<file path="src/rtl/eeprom_pkg.sv">
// Shared types and defaults for the EEPROM arbiter.
// Holds FSM encodings, timing defaults and counter sizing.
package eeprom_pkg;

  typedef enum logic [1:0] {
    ST_IDLE  = 2'd0,
    ST_BUSY  = 2'd1,
    ST_DONE  = 2'd2,
    ST_GUARD = 2'd3
  } state_t;

  localparam int TIMEOUT_DEF = 4096;
  localparam int TWR_DEF     = 10000;

  // Bits needed to count up to the larger of the two limits
  function automatic int cnt_bits(input int a, input int b);
    int m;
    m = (a > b) ? a : b;
    if (m < 2) return 1;
    return $clog2(m + 1);
  endfunction

endpackage

</file>
<file path="src/rtl/eeprom_rr2.sv">
// Two-way round-robin grant with a priority pointer.
// Grant is combinational; the pointer moves on an accepted grant.
module eeprom_rr2 (
  input  logic clk,
  input  logic rst_n,
  input  logic req0,
  input  logic req1,
  input  logic take,
  output logic gnt1,
  output logic any
);

  logic prio;

  // Requester 1 wins if alone or if it holds priority
  always_comb begin
    any  = req0 | req1;
    gnt1 = req1 & (~req0 | prio);
  end

  // After a grant, favour the requester that did not get it
  always_ff @(posedge clk) begin
    if (!rst_n) begin
      prio <= 1'b0;
    end else if (take && any) begin
      prio <= ~gnt1;
    end
  end

endmodule

</file>
<file path="src/rtl/eeprom_arb.sv">
// Two-requester arbiter in front of a serial EEPROM engine.
// Handles timeout abort and post-write guard time.
import eeprom_pkg::*;

module eeprom_arb #(
  parameter int TIMEOUT_CYC = TIMEOUT_DEF,
  parameter int TWR_CYC     = TWR_DEF
) (
  input  logic        CLK,
  input  logic        RESET,
  input  logic        req0,
  input  logic        req1,
  input  logic        rnw0,
  input  logic        rnw1,
  input  logic [10:0] addr0,
  input  logic [10:0] addr1,
  input  logic [7:0]  wdata0,
  input  logic [7:0]  wdata1,
  output logic        done0,
  output logic        done1,
  output logic        err0,
  output logic        err1,
  output logic [7:0]  rdata,
  output logic        eng_wr,
  output logic        eng_rd,
  output logic [10:0] eng_addr,
  output logic [7:0]  eng_wdata,
  output logic        eng_data_oe,
  input  logic [7:0]  eng_rdata,
  input  logic        eng_ack,
  output logic        busy
);

  localparam int CW = cnt_bits(TIMEOUT_CYC, TWR_CYC);
  localparam logic [CW-1:0] TO_LAST =
    CW'((TIMEOUT_CYC > 0) ? TIMEOUT_CYC - 1 : 0);
  localparam logic [CW-1:0] GD_LAST =
    CW'((TWR_CYC > 0) ? TWR_CYC - 1 : 0);
  localparam logic GUARD_EN = (TWR_CYC > 0);

  state_t        state;
  logic [CW-1:0] cnt;
  logic          gnt_r;
  logic          rnw_r;
  logic          gnt1;
  logic          any;
  logic          sel_rnw;
  logic [10:0]   sel_addr;
  logic [7:0]    sel_wdata;

  eeprom_rr2 u_rr2 (
    .clk   (CLK),
    .rst_n (RESET),
    .req0  (req0),
    .req1  (req1),
    .take  (state == ST_IDLE),
    .gnt1  (gnt1),
    .any   (any)
  );

  // Fields of the requester the round-robin picked
  always_comb begin
    sel_rnw   = gnt1 ? rnw1   : rnw0;
    sel_addr  = gnt1 ? addr1  : addr0;
    sel_wdata = gnt1 ? wdata1 : wdata0;
  end

  // Transaction FSM with registered outputs
  always_ff @(posedge CLK) begin
    if (!RESET) begin
      state       <= ST_IDLE;
      cnt         <= '0;
      gnt_r       <= 1'b0;
      rnw_r       <= 1'b0;
      done0       <= 1'b0;
      done1       <= 1'b0;
      err0        <= 1'b0;
      err1        <= 1'b0;
      rdata       <= '0;
      eng_wr      <= 1'b0;
      eng_rd      <= 1'b0;
      eng_addr    <= '0;
      eng_wdata   <= '0;
      eng_data_oe <= 1'b0;
      busy        <= 1'b0;
    end else begin
      done0 <= 1'b0;
      done1 <= 1'b0;
      err0  <= 1'b0;
      err1  <= 1'b0;
      case (state)
        ST_IDLE: begin
          if (any) begin
            gnt_r       <= gnt1;
            rnw_r       <= sel_rnw;
            eng_addr    <= sel_addr;
            eng_wdata   <= sel_wdata;
            eng_rd      <= sel_rnw;
            eng_wr      <= ~sel_rnw;
            eng_data_oe <= ~sel_rnw;
            cnt         <= '0;
            busy        <= 1'b1;
            state       <= ST_BUSY;
          end
        end
        ST_BUSY: begin
          if (eng_ack || cnt == TO_LAST) begin
            eng_wr      <= 1'b0;
            eng_rd      <= 1'b0;
            eng_data_oe <= 1'b0;
            if (eng_ack && rnw_r) rdata <= eng_rdata;
            done0 <= ~gnt_r;
            done1 <= gnt_r;
            err0  <= ~gnt_r & ~eng_ack;
            err1  <= gnt_r & ~eng_ack;
            state <= ST_DONE;
          end else begin
            cnt <= cnt + 1'b1;
          end
        end
        ST_DONE: begin
          cnt <= '0;
          if (!rnw_r && !(err0 | err1) && GUARD_EN) begin
            state <= ST_GUARD;
          end else begin
            busy  <= 1'b0;
            state <= ST_IDLE;
          end
        end
        ST_GUARD: begin
          if (cnt == GD_LAST) begin
            busy  <= 1'b0;
            state <= ST_IDLE;
          end else begin
            cnt <= cnt + 1'b1;
          end
        end
        default: begin
          busy  <= 1'b0;
          state <= ST_IDLE;
        end
      endcase
    end
  end

endmodule

</file>
<file path="config.mk">
export PLATFORM = sky130hd
export DESIGN_NAME = eeprom_arb
export DESIGN_NICKNAME = d
export VERILOG_FILES = /design/src/rtl/eeprom_pkg.sv /design/src/rtl/eeprom_rr2.sv /design/src/rtl/eeprom_arb.sv
export SDC_FILE = /design/constraint.sdc
export NUM_CORES = 1
export LEC_CHECK = 0
export ABC_AREA = 1
export BUFFER_PORTS_ARGS = -buffer_cell sky130_fd_sc_hd__buf_2
export CORE_MARGIN = 8
export CORE_UTILIZATION = 40
export CTS_CLUSTER_SIZE = 40
export DETAILED_ROUTE_END_ITERATION = 8
export PLACE_DENSITY = 0.7
export SYNTH_ARGS = -nofsm -noshare
export SYNTH_HDL_FRONTEND = slang
export SYNTH_HIERARCHICAL = 1
export SYNTH_SLANG_ARGS = --single-unit
</file>
<file path="constraint.sdc">
create_clock -name CLK -period 3.91 [get_ports CLK]
set_input_delay 1.173 -clock CLK [delete_from_list [all_inputs] [get_ports CLK]]
set_output_delay 1.173 -clock CLK [all_outputs]
set_load 0.005 [all_outputs]
</file>
* Word level (Yosys, flattened, before mapping)
Cells that the tools add are included.
Storage, ports and cells: register bits 53, bits of input ports 53, output and inout bits 35, word-level logic and storage cells 75
Operators by class: add/sub/neg operators 1, equality and inequality tests 11, muxes and demuxes 21, bitwise gates (word level) 11, reductions and logical operators 16
Operators by type and width (count):
- $pmux W14 S4 | 1
- $mux W14 | 3
- $reduce_and A3 Y1 | 5
- $add A14 B1 Y14 const B | 1
- $eq A14 B12 Y1 const B | 1
- $eq A14 B14 Y1 const B | 1
- $ne A2 B2 Y1 const B | 6
- $mux W11 | 1
- $mux W2 | 4
- $mux W8 | 1
- $pmux W2 S4 | 1
- $mux W1 | 7
- $not A1 Y1 | 5
- $eq A2 B2 Y1 const B | 2
- $pmux W1 S2 | 2
- $reduce_and A4 Y1 | 1
- $and A1 B1 Y1 | 3
- $logic_and A1 B1 Y1 | 3
- $or A1 B1 Y1 | 3
- $pmux W1 S3 | 1
- $reduce_bool A3 Y1 | 1
- $eq A2 B1 Y1 const B | 1
- $logic_not A1 Y1 | 2
- $logic_not A2 Y1 | 1
- other kinds (3) | 3

* Longest topological paths before layout
Gate-level depths: netlist of the first run.
depth after elaboration 7, mapped depth 12, gate-level depth less buffers 12

* Cells and area by module
The synthesis of the first run kept the hierarchy.
By module, submodules not included:
- eeprom_arb | instances 1, cells an instance 395, area each 2650.0 um^2, seq. area each 1041.0 um^2
- eeprom_rr2 | instances 1, cells an instance 9, area each 62.6 um^2, seq. area each 20.0 um^2

* Least setup slack after synthesis of the first run
No wires, ideal clock.
path type in2reg, start input req1, end register eng_data_oe, setup time 0.070 ns, data arrival time 2.113 ns, data required time 3.840 ns, setup slack 1.728 ns, cell stages on the path 7, buffers on the path 2, path through a21boi_1 -> clkbuf_1 -> clkbuf_1 -> nand2_1 -> o211ai_1 -> nand2_1 -> a21oi_1
Between the ends: word-level cells in the longest chain between the ends 5, elaborated cells between the ends (all ways) 8, classes of those cells eq/ne: 1; mux: 3; bitwise: 3; reduce/logical: 1
RTL lines:
- start, declared | RTL line eeprom_arb.sv:12 | input logic req1,
- $and A1 B1 Y1 | RTL line eeprom_rr2.sv:18 | gnt1 = req1 & (~req0 | prio);
- $mux W1 | RTL line eeprom_arb.sv:63 | sel_rnw = gnt1 ? rnw1 : rnw0;
- $not A1 Y1 | RTL line eeprom_arb.sv:100 | eng_data_oe <= ~sel_rnw;
- $mux W1 | RTL line eeprom_arb.sv:93 | if (any) begin
- $pmux W1 S2 | RTL line eeprom_arb.sv:91 | case (state)
- end signal, assigned | RTL line eeprom_arb.sv:100
- end, declared | RTL line eeprom_arb.sv:28 | output logic eng_data_oe,
Several ways; a longest one is shown, not always the timed one. The select of a mux whose other input is x is not followed. A chain may end at the register's enable or synchronous reset.

* Worst setup path after layout of the first run
start input req0, end register eng_rd
Between the ends: elaborated cells between the ends (all ways) 9, classes of those cells eq/ne: 1; mux: 3; bitwise: 4; reduce/logical: 1
RTL lines:
- start, declared | RTL line eeprom_arb.sv:11 | input logic req0,
- $or A1 B1 Y1 | RTL line eeprom_rr2.sv:17 | any = req0 | req1;
- via any | RTL line eeprom_arb.sv:46 | logic any;
- $ne A2 B2 Y1 (no source line)
- $reduce_and A3 Y1 (no source line)
- end signal, assigned | RTL line eeprom_arb.sv:98 | eng_rd <= sel_rnw;
- end, declared | RTL line eeprom_arb.sv:25 | output logic eng_rd,
The timed path passes the listed nets, and every way through them passes these cells. The select of a mux whose other input is x is not followed.

==> metrics.md, run 1 <==
| Metric | Value |
|---|---|
| Top-Level Pins | `88` |
| Root Buffer | `clkbuf_8` |
| Critical Path AT | `2.74 ns` |
| Count of final max-slew check failures | `0` |
| Initial drt markers | `145` |
| Finished Core Util | `0.487` |
| Largest fanout on the critical path | `39` |
| CP cell instances | `buf_2 > or2_1 > nand2_1 > inv_1 > o211ai_1 > a21oi_1` |
| Fmax | `0.400 GHz` |
| VDD IR max | `196 uV` |
| Starting density of the core | `0.406` |
| Total negative slack | `0 ns` |
| Setup WS pre-CTS | `1.08 ns` |
| Global-route usage over all layers | `0.143` |
| CTS buffer count | `5` |
| CTS tree | `built` |
| Critical Path Source Type | `primary input` |
| Power density over the cells | `459 nW/um2` |
| Via Count | `2731` |
| Post-CTS Hold Fix Bufs | `0` |
| Count leader, synth | `nand2_1` |
| Final hold violation count | `0` |
| Critical Path RT | `4.15 ns` |
| Final nets | `532` |
| Core ar. | `6680 um2` |
| Die height | `98.4 um` |
| Fill cell count | `698` |
| Clock Latency Late Sink | `0.31 ns` |
| Vias/cell | `4.89` |
| Gate Count Post-Synth | `404` |
| Vias in the first global route | `2683` |
| Number of synthesis warnings | `6` |
| Final Skew | `0.00653 ns` |
| Avg Cell Area, Syn | `6.71 um2` |
| Pin count of the biggest net entering global routing | `42` |
| WS Path Type | `primary input to flip-flop` |
| Largest family of logic cells by synthesized area | `simple AND/OR/NAND/NOR gates` |
| Most frequent cells after synthesis | `nand2_1 (67), nor2_1 (66), a21oi_1 (54), dfxtp_1 (53), inv_1 (47)` |
| Slowest stage cell, crit path | `inv_1` |
| Register bit total from synthesis | `53` |
| Area grow syn2layout | `20.0%` |
| Die Wd | `98.4 um` |
| Final WL | `6.86 mm` |
| Post-synthesis xor/xnor area fraction | `0` |
| Final Cycle Share | `0.639` |
| Gp weighted congestion | `0.783` |
| FP Rows | `30` |
| CTS clock-pin slew for the worst setup and hold paths | `0.10 ns` |
| Synth unique cells | `31` |
| Status | `finished clean` |
| Top FF cell, synth | `dfxtp_1` |
| Max_cap viols | `0` |
| Top post-synthesis cells by area | `dfxtp_1 (39%), a21oi_1 (10%), nand2_1 (9.3%)` |
| CTS Sinks | `53` |
| Final Power | `1.49 mW` |
| Worst Hold Class | `flip-flop to flip-flop` |
| Initial antenna violation count | `0` |
| Worst rel slew slack | `0.389` |
| CP Capture Type | `flip-flop` |
| Diodes inserted | `0` |
| ANT nets after route | `0` |
| Worst-margin pin slew | `0.916 ns` |
| Post-DP HPWL | `5.07 mm` |
| DRC | `0` |
| Synth Area in Simple Gates | `0.303` |
| Top cell type's share of synthesized area | `0.391` |
| Asr flop ratio synth | `0` |
| Fin crit period | `2.50 ns` |
| Mux cell area share after synthesis | `0` |
| Setup Fix Bufs, Post-CTS | `0` |
| Largest area contributor in the netlist | `dfxtp_1` |
| Mapped Nets | `458` |
| # H-tree levels | `2` |
| Wire length per cell | `12.3 um` |
| Share of cells above drive strength 1 | `0.245` |
| Static Leak | `1.62 nW` |
| Mapped Area | `2710 um2` |
| Setup ws final | `1.41 ns` |
| Remaining Overflow, GRT | `0` |
| Final setup fails | `0` |
| Die area | `9670 um2` |
| RSZ-0062 raised after global routing | `no` |
| Drt first pass iters | `4` |
| First-pass GRT wire length | `11.7 mm` |
| CTS Buffer Depth | `2` |
| Crit path largest cell delay | `0.72 ns` |
| Post-synthesis sequential area ratio | `0.391` |
| Adder-cell area share of the yosys netlist | `0.00461` |
| Port Buffers | `87` |
| Post-synth EDFFs | `0` |
| Post_cts resized | `0` |
| Synth Area in Compound Gates | `0.189` |
sequential cells by signal, summed over array words and instances (netlist names), 2 cells and up:
signal     cells
eng_wdata      8
eng_addr      11
rdata          8
state          2
cnt           14
final cells by class:
cell class | count | area [um2] | share of cell area
inverter | 51 | 191 | 0.0588
clock inverter | 2 | 38.8 | 0.0119
sequential | 53 | 1060 | 0.326
timing repair buffer | 88 | 443 | 0.136
clock buffer | 5 | 68.8 | 0.0211
multi-input combinational | 279 | 1350 | 0.415
tap | 80 | 100 | 0.0308
placed cells by master (no fill, tap or decap):
master	instances
a21boi_2	1
a21oi_1	54
a21oi_2	5
a31oi_1	1
buf_2	87
buf_4	1
bufinv_16	1
clkbuf_8	5
dfxtp_1	53
ha_1	1
inv_1	47
inv_2	4
inv_6	1
nand2_1	67
nand2_2	2
nand2_4	2
nand2_8	1
nand3_1	30
nand4_1	2
nor2_1	66
nor2_2	1
nor2_4	2
nor3_1	3
nor3_4	1
nor3b_1	1
nor4_2	2
o211ai_1	1
o21ai_0	31
o21bai_1	3
or2_1	1
or2_2	1
metrics by stage:
stage / hold WS (ns) / area [um2] / instances
2_1_floorplan: 0.435 / 2710 / 404
3_3_place_gp: 0.457 / 3150 / 551
3_5_place_dp: 0.456 / 3150 / 551
4_1_cts: 0.469 / 3250 / 558
5_1_grt: 0.502 / 3250 / 558
6_report: 0.467 / 3250 / 558
per-layer routing:
layer,track usage,wire length [um],up-vias,part of all wire
li1,-,-,1441,-
met1,0.164,3140,1201,0.46
met2,0.239,3070,81,0.45
met3,0.0597,575,8,0.084
met4,0.0401,75,0,0.011
met5,0,0,-,0
where the power goes:
part	total, mW	switching (mW)	leakage, nW	internal (mW)
combinational	0.419	0.255	1.13	0.165
sequential	0.694	0.0667	0.435	0.627
clock	0.379	0.189	0.0546	0.190
total	1.49	0.510	1.62	0.982
worst paths after layout:
path	startpoint	cells past startpoint	endpoint	slack (ns)
setup / recovery	req0	6	eng_rd	1.41
hold / removal	gnt_r	1	err0	0.47
setup reg to reg	state[0]	5	eng_rd	1.81
hold reg to reg	gnt_r	1	err0	0.47
critical path, delay by kind of cell:
family                 cells  cell delay, ns
AOI/OAI and AO/OA          2            0.47
buffers and inverters      2            0.82
and+or+nand+nor            2            0.27
cell families (layout without fill, tap and decap cells):
family                   after synthesis  in the layout
AO/OA/AOI/OAI                         96             96
adder cells (fa/ha/maj)                1              1
AND/OR/NAND/NOR                      182            182
buffers and inverters                 72            146
flip-flops                            53             53
Note: power is estimated with default switching activity, not from simulation.
==> run 2, diff against run 1 <==
- clock period: 3.91 -> 2.49 ns (I/O delays scaled with it)
==> metrics.md, run 2 (synthesized netlist as in run 1, its figures left out) <==
| Metric | Value |
|---|---|
| Status | `finished clean` |
| Setup ws final | `0.564 ns (-0.847 ns)` |
| Worst-margin pin slew | `0.747 ns (-0.169 ns)` |
| Top-Level Pins | `88 (unchanged)` |
| Clock Latency Late Sink | `0.30 ns (about the same)` |
| Reg power frac | `0.491 (+0.026)` |
| Register-to-Register Path Depth | `9 (+4)` |
| Core ar. | `6680 um2 (unchanged)` |
| CP Capture Point | `cnt[7]` |
| Die height | `98.4 um (unchanged)` |
| Die area | `9670 um2 (unchanged)` |
| CTS tree | `built` |
| CP Capture Type | `flip-flop` |
| Power density over the cells | `683 nW/um2 (+49%)` |
| Final Skew | `0.00662 ns (+0.0000926 ns)` |
| Area grow syn2layout | `19.5%` |
| RR Startpoint | `cnt[0]` |
| Drt first pass iters | `4 (unchanged)` |
| Port Buffers | `87 (unchanged)` |
| Worst Hold Class | `flip-flop to flip-flop` |
| Commonest non-fill, non-tap cells in the layout | `buf_2 (87), nand2_1 (67), nor2_1 (66)` |
| Vias/cell | `4.84 (-1.0%)` |
| Fill cell count | `671 (-3.9%)` |
| Worst rel slew slack | `0.501 (+0.113)` |
| Vias in the first global route | `2760 (+2.9%)` |
| Final hold violation count | `0 (unchanged)` |
| FF+latch area | `1060 um2 (unchanged)` |
| Post-DP HPWL | `5.20 mm (+2.6%)` |
| First-pass GRT wire length | `11.9 mm (+1.4%)` |
| Static Leak | `1.61 nW (-0.34%)` |
| Reg2Reg Capture Point | `cnt[7]` |
| WS Path Type | `flip-flop to flip-flop` |
| Sw power | `764 uW (+50%)` |
| Biggest register | `cnt` |
| Final nets | `534 (+0.38%)` |
| Critical Path RT | `2.66 ns (-1.49 ns)` |
| Number of flip-flops in the largest register | `14 (unchanged)` |
| VDD IR max | `335 uV (+71%)` |
| # H-tree levels | `2 (unchanged)` |
| Via Count | `2718 (-0.48%)` |
| Post_cts resized | `0 (unchanged)` |
| Crit. Startpoint | `cnt[0]` |
| Diodes inserted | `0 (unchanged)` |
| Setup WS pre-CTS | `0.330 ns (-0.746 ns)` |
| Fin crit period | `1.93 ns` |
| Remaining Overflow, GRT | `0 (unchanged)` |
| Final WL | `6.93 mm (+0.96%)` |
| Pin count of the biggest net entering global routing | `40 (-4.8%)` |
| Setup Fix Bufs, Post-CTS | `0 (unchanged)` |
| Final Cycle Share | `0.774` |
| Critical Path Source Type | `flip-flop` |
| Most common cell after layout, fill and taps aside | `buf_2` |
| Largest fanout on the critical path | `22 (-44%)` |
| ANT nets after route | `0 (unchanged)` |
| Max_cap viols | `0 (unchanged)` |
| Wire length per cell | `12.3 um (+0.42%)` |
| Biggest regs | `cnt x14, eng_addr x11` |
| Final setup fails | `0 (unchanged)` |
| FP Rows | `30 (unchanged)` |
| Logic pwr share | `0.299 (+0.018)` |
| CTS Buffer Depth | `2 (unchanged)` |
| Fmax | `0.519 GHz` |
| Clock Power Share | `0.209 (-0.045)` |
| Count of final max-slew check failures | `0 (unchanged)` |
| Pint | `1.45 mW (+48%)` |
| Initial drt markers | `115 (-21%)` |
| Switching Fraction | `0.345 (+0.00300)` |
| Global-route usage over all layers | `0.143 (-0.000805)` |
| Root Buffer | `clkbuf_8` |
| Area of the multi-input gates | `1350 um2 (unchanged)` |
| Total negative slack | `0 ns (unchanged)` |
| RSZ-0062 raised after global routing | `no` |
| Initial antenna violation count | `0 (unchanged)` |
| Final Power | `2.22 mW (+48%)` |
| Share of cells above drive strength 1 | `0.243 (-0.00153)` |
| Gp weighted congestion | `0.823 (+5.0%)` |
| CTS clock-pin slew for the worst setup and hold paths | `0.09 ns (about the same)` |
| Critical Path AT | `2.09 ns (-0.65 ns)` |
| Starting density of the core | `0.406 (unchanged)` |
| DRC | `0 (unchanged)` |
| CTS buffer count | `5 (unchanged)` |
| R2r setup slk | `0.56 ns (-1.25 ns)` |
| CTS Sinks | `53 (unchanged)` |
| Post-CTS Hold Fix Bufs | `0 (unchanged)` |
| Die Wd | `98.4 um (unchanged)` |
## run 2: area by class of cell
class / count / area share
clock buffers: 8 / 0.0247
inverters: 51 / 0.0591
multi-input cells: 279 / 0.417
flip-flops and latches: 53 / 0.327
well taps: 80 / 0.0309
repair buffers: 90 / 0.141
## run 2: how the worst min path moves through the flow
stage	depth (start not counted)	to	start	slack, ns
CTS	1	err0	gnt_r	0.48
detailed placement	1	err0	gnt_r	0.46
global route	1	err0	gnt_r	0.50
floorplan	1	err0	gnt_r	0.43
global placement	1	err0	gnt_r	0.46
finish	1	err0	gnt_r	0.47
## run 2: power groups by stage
stage                     sequential, mW  combinational (mW)  clock, mW
final                               1.09               0.664      0.464
after global routing                1.11               0.766      0.508
after CTS                           1.09               0.672      0.484
after detailed placement            1.10               0.672          0
after global placement              1.10               0.655          0
after floorplan                     1.09               0.474          0
## run 2: stage by stage
step | util | hold WS, ns | cell area [um2] | instances
finish | 0.485 | 0.468 | 3240 | 561
global route | 0.485 | 0.502 | 3240 | 561
CTS | 0.485 | 0.476 | 3240 | 561
detailed placement | 0.473 | 0.463 | 3160 | 553
global placement | 0.473 | 0.459 | 3160 | 553
floorplan | - | 0.435 | 2710 | 404
## run 2: metal layers
layer / track usage / wire length, um / vias up
met5: 0 / 0 / -
met4: 0.0425 / 85 / 0
met3: 0.0555 / 518 / 8
met2: 0.243 / 3090 / 71
met1: 0.160 / 3230 / 1194
li1: - / - / 1445
## run 2: worst max-delay path, stage by stage (launching register included)
cell     delay, ns
dfxtp_1       0.34
ha_1          0.24
nand3_1       0.15
nor2_1        0.08
nand3_1       0.08
nand2_1       0.05
inv_1         0.54
nand2_4       0.14
nand2_1       0.10
a21oi_1       0.06
==> run 3, diff against run 2 <==
- clock period: 2.49 -> 2 ns (I/O delays scaled with it)
==> metrics.md, run 3 (synthesized netlist as in run 1, its figures left out) <==
| Metric | Value |
|---|---|
| Final hold violation count | `0 (unchanged)` |
| Post-route cell area | `3330 um2 (+2.8%)` |
| Biggest regs | `cnt x14, eng_addr x11` |
| Share of cells above drive strength 1 | `0.256 (+0.0124)` |
| Critical Path RT | `2.23 ns (-0.43 ns)` |
| Reg power frac | `0.458 (-0.033)` |
| Max_cap viols | `0 (unchanged)` |
| Fmax | `0.574 GHz (+11%)` |
| CTS Sinks | `53 (unchanged)` |
| Dpl cell area | `3220 um2 (+2.0%)` |
| Number of flip-flops in the largest register | `14 (unchanged)` |
| Final Cycle Share | `0.870 (+0.0969)` |
| RR Startpoint | `cnt[0]` |
| Gp weighted congestion | `0.831 (+0.97%)` |
| R2r setup slk | `0.26 ns (-0.30 ns)` |
| First-pass GRT wire length | `12.3 mm (+3.8%)` |
| Post_cts resized | `0 (unchanged)` |
| Largest fanout on the critical path | `28 (+27%)` |
| Total negative slack | `0 ns (unchanged)` |
| CP Capture Type | `flip-flop` |
| Clock Latency Late Sink | `0.31 ns (about the same)` |
| Most common cell after layout, fill and taps aside | `buf_2` |
| Vias in the first global route | `2790 (+1.1%)` |
| CTS tree | `built` |
| CTS Buffer Depth | `2 (unchanged)` |
| Sw power | `995 uW (+30%)` |
| RSZ-0062 raised after global routing | `no` |
| Logic pwr share | `0.297 (-0.002)` |
| Worst-margin pin slew | `0.491 ns (-0.256 ns)` |
| CTS clock-pin slew for the worst setup and hold paths | `0.10 ns (about the same)` |
| Final hold slack | `0.474 ns (+0.00642 ns)` |
| Die Wd | `98.4 um (unchanged)` |
| Hold Crit Depth | `1 (unchanged)` |
| Register-to-Register Path Depth | `11 (+2)` |
| WS Path Type | `flip-flop to flip-flop` |
| Final WL | `6.97 mm (+0.62%)` |
| Top-Level Pins | `88 (unchanged)` |
| DRC | `0 (unchanged)` |
| Reg2Reg Capture Point | `cnt[6]` |
| Die height | `98.4 um (unchanged)` |
| Area of the multi-input gates | `1350 um2 (unchanged)` |
| Pint | `1.97 mW (+36%)` |
| Remaining Overflow, GRT | `0 (unchanged)` |
| Port Buffers | `87 (unchanged)` |
| Vias/cell | `4.93 (+1.8%)` |
| Via Count | `2787 (+2.5%)` |
| Worst rel slew slack | `0.672 (+0.171)` |
| Power density over the cells | `889 nW/um2 (+30%)` |
| Die area | `9670 um2 (unchanged)` |
| Switching Fraction | `0.336 (-0.00895)` |
| Setup Fix Bufs, Post-CTS | `0 (unchanged)` |
| Post-CTS Hold Fix Bufs | `0 (unchanged)` |
| VDD IR max | `539 uV (+61%)` |
| ANT nets after route | `0 (unchanged)` |
| Final setup fails | `0 (unchanged)` |
| Global-route usage over all layers | `0.150 (+0.00710)` |
| Critical Path Source Type | `flip-flop` |
| Drt first pass iters | `4 (unchanged)` |
| CTS buffer count | `5 (unchanged)` |
| Root Buffer | `clkbuf_8` |
| Wire length per cell | `12.3 um (about the same)` |
| Pin count of the biggest net entering global routing | `39 (-2.5%)` |
| Core ar. | `6680 um2 (unchanged)` |
| Biggest register | `cnt` |
| Fill cell count | `689 (+2.7%)` |
| Area grow syn2layout | `22.8%` |
| Initial drt markers | `100 (-13%)` |
| Starting density of the core | `0.406 (unchanged)` |
| Final nets | `539 (+0.94%)` |
| FF+latch area | `1060 um2 (unchanged)` |
| Clock Power Share | `0.245 (+0.036)` |
| Critical Path AT | `1.97 ns (-0.12 ns)` |
| Fin crit period | `1.74 ns (-0.185 ns)` |
| Static Leak | `1.66 nW (+3.0%)` |
| # H-tree levels | `2 (unchanged)` |
| Status | `finished clean` |
| Post-DP HPWL | `5.26 mm (+1.2%)` |
| Final Skew | `0.0140 ns (+0.00740 ns)` |
| FP Rows | `30 (unchanged)` |
| Worst Hold Class | `flip-flop to flip-flop` |
| Count of final max-slew check failures | `0 (unchanged)` |
| Hold endpoint | `err0` |
| Commonest non-fill, non-tap cells in the layout | `buf_2 (87), nand2_1 (67), nor2_1 (66)` |
| Initial antenna violation count | `0 (unchanged)` |
| Min-delay src | `gnt_r` |
| Diodes inserted | `0 (unchanged)` |
-- run 3: worst max path at each step --
stage               startpoint     endpoint  slack, ns  cells after the start
floorplan                 req1  eng_data_oe       0.39                      7
global placement          req1       cnt[8]       0.26                     10
detailed placement        req1       cnt[5]       0.26                     10
CTS                     cnt[0]       cnt[5]       0.25                     11
global route            cnt[0]       cnt[5]       0.02                     11
finish                  cnt[0]       cnt[6]       0.26                     11
-- run 3: final cells by class --
type	instances	share of cell area
multi-input cells	279	0.406
flip-flops and latches	53	0.318
repair buffers	95	0.156
inverters	51	0.0575
well taps	80	0.0300
clock buffers	5	0.0207
clock inverters	2	0.0116
-- run 3: power by group through the flow --
stage	combinational, mW	clock, mW	sequential, mW
after global placement	0.869	0	1.37
after detailed placement	0.886	0	1.37
after global routing	1.01	0.770	1.38
after CTS	0.891	0.750	1.36
after floorplan	0.590	0	1.36
final	0.880	0.727	1.36
-- run 3: worst max-delay path, stage by stage (launching register included) --
cell,delay [ns]
dfxtp_1,0.39
ha_1,0.23
nand3_1,0.16
inv_1,0.12
nand2_2,0.09
inv_2,0.07
nand2_2,0.06
nand2_4,0.09
nand2_8,0.14
nand2_4,0.15
nand2_1,0.06
a21oi_1,0.12
-- run 3: through the flow --
stage                     total power [mW]  worst slack, ns   util  instances
final                                 2.96            0.259  0.499        565
after global routing                  3.16           0.0219  0.499        565
after CTS                             3.00            0.251  0.499        565
after detailed placement              2.26            0.258  0.483        558
after global placement                2.24            0.263  0.483        558
after floorplan                       1.95            0.391      -        404
-- run 3: routing by layer --
metal  GRT usage  vias up  part of all wire
li1            -     1453                 -
met1       0.173     1242              0.44
met2       0.252       86              0.46
met3      0.0555        6             0.081
met4      0.0401        0             0.011
met5           0        -                 0
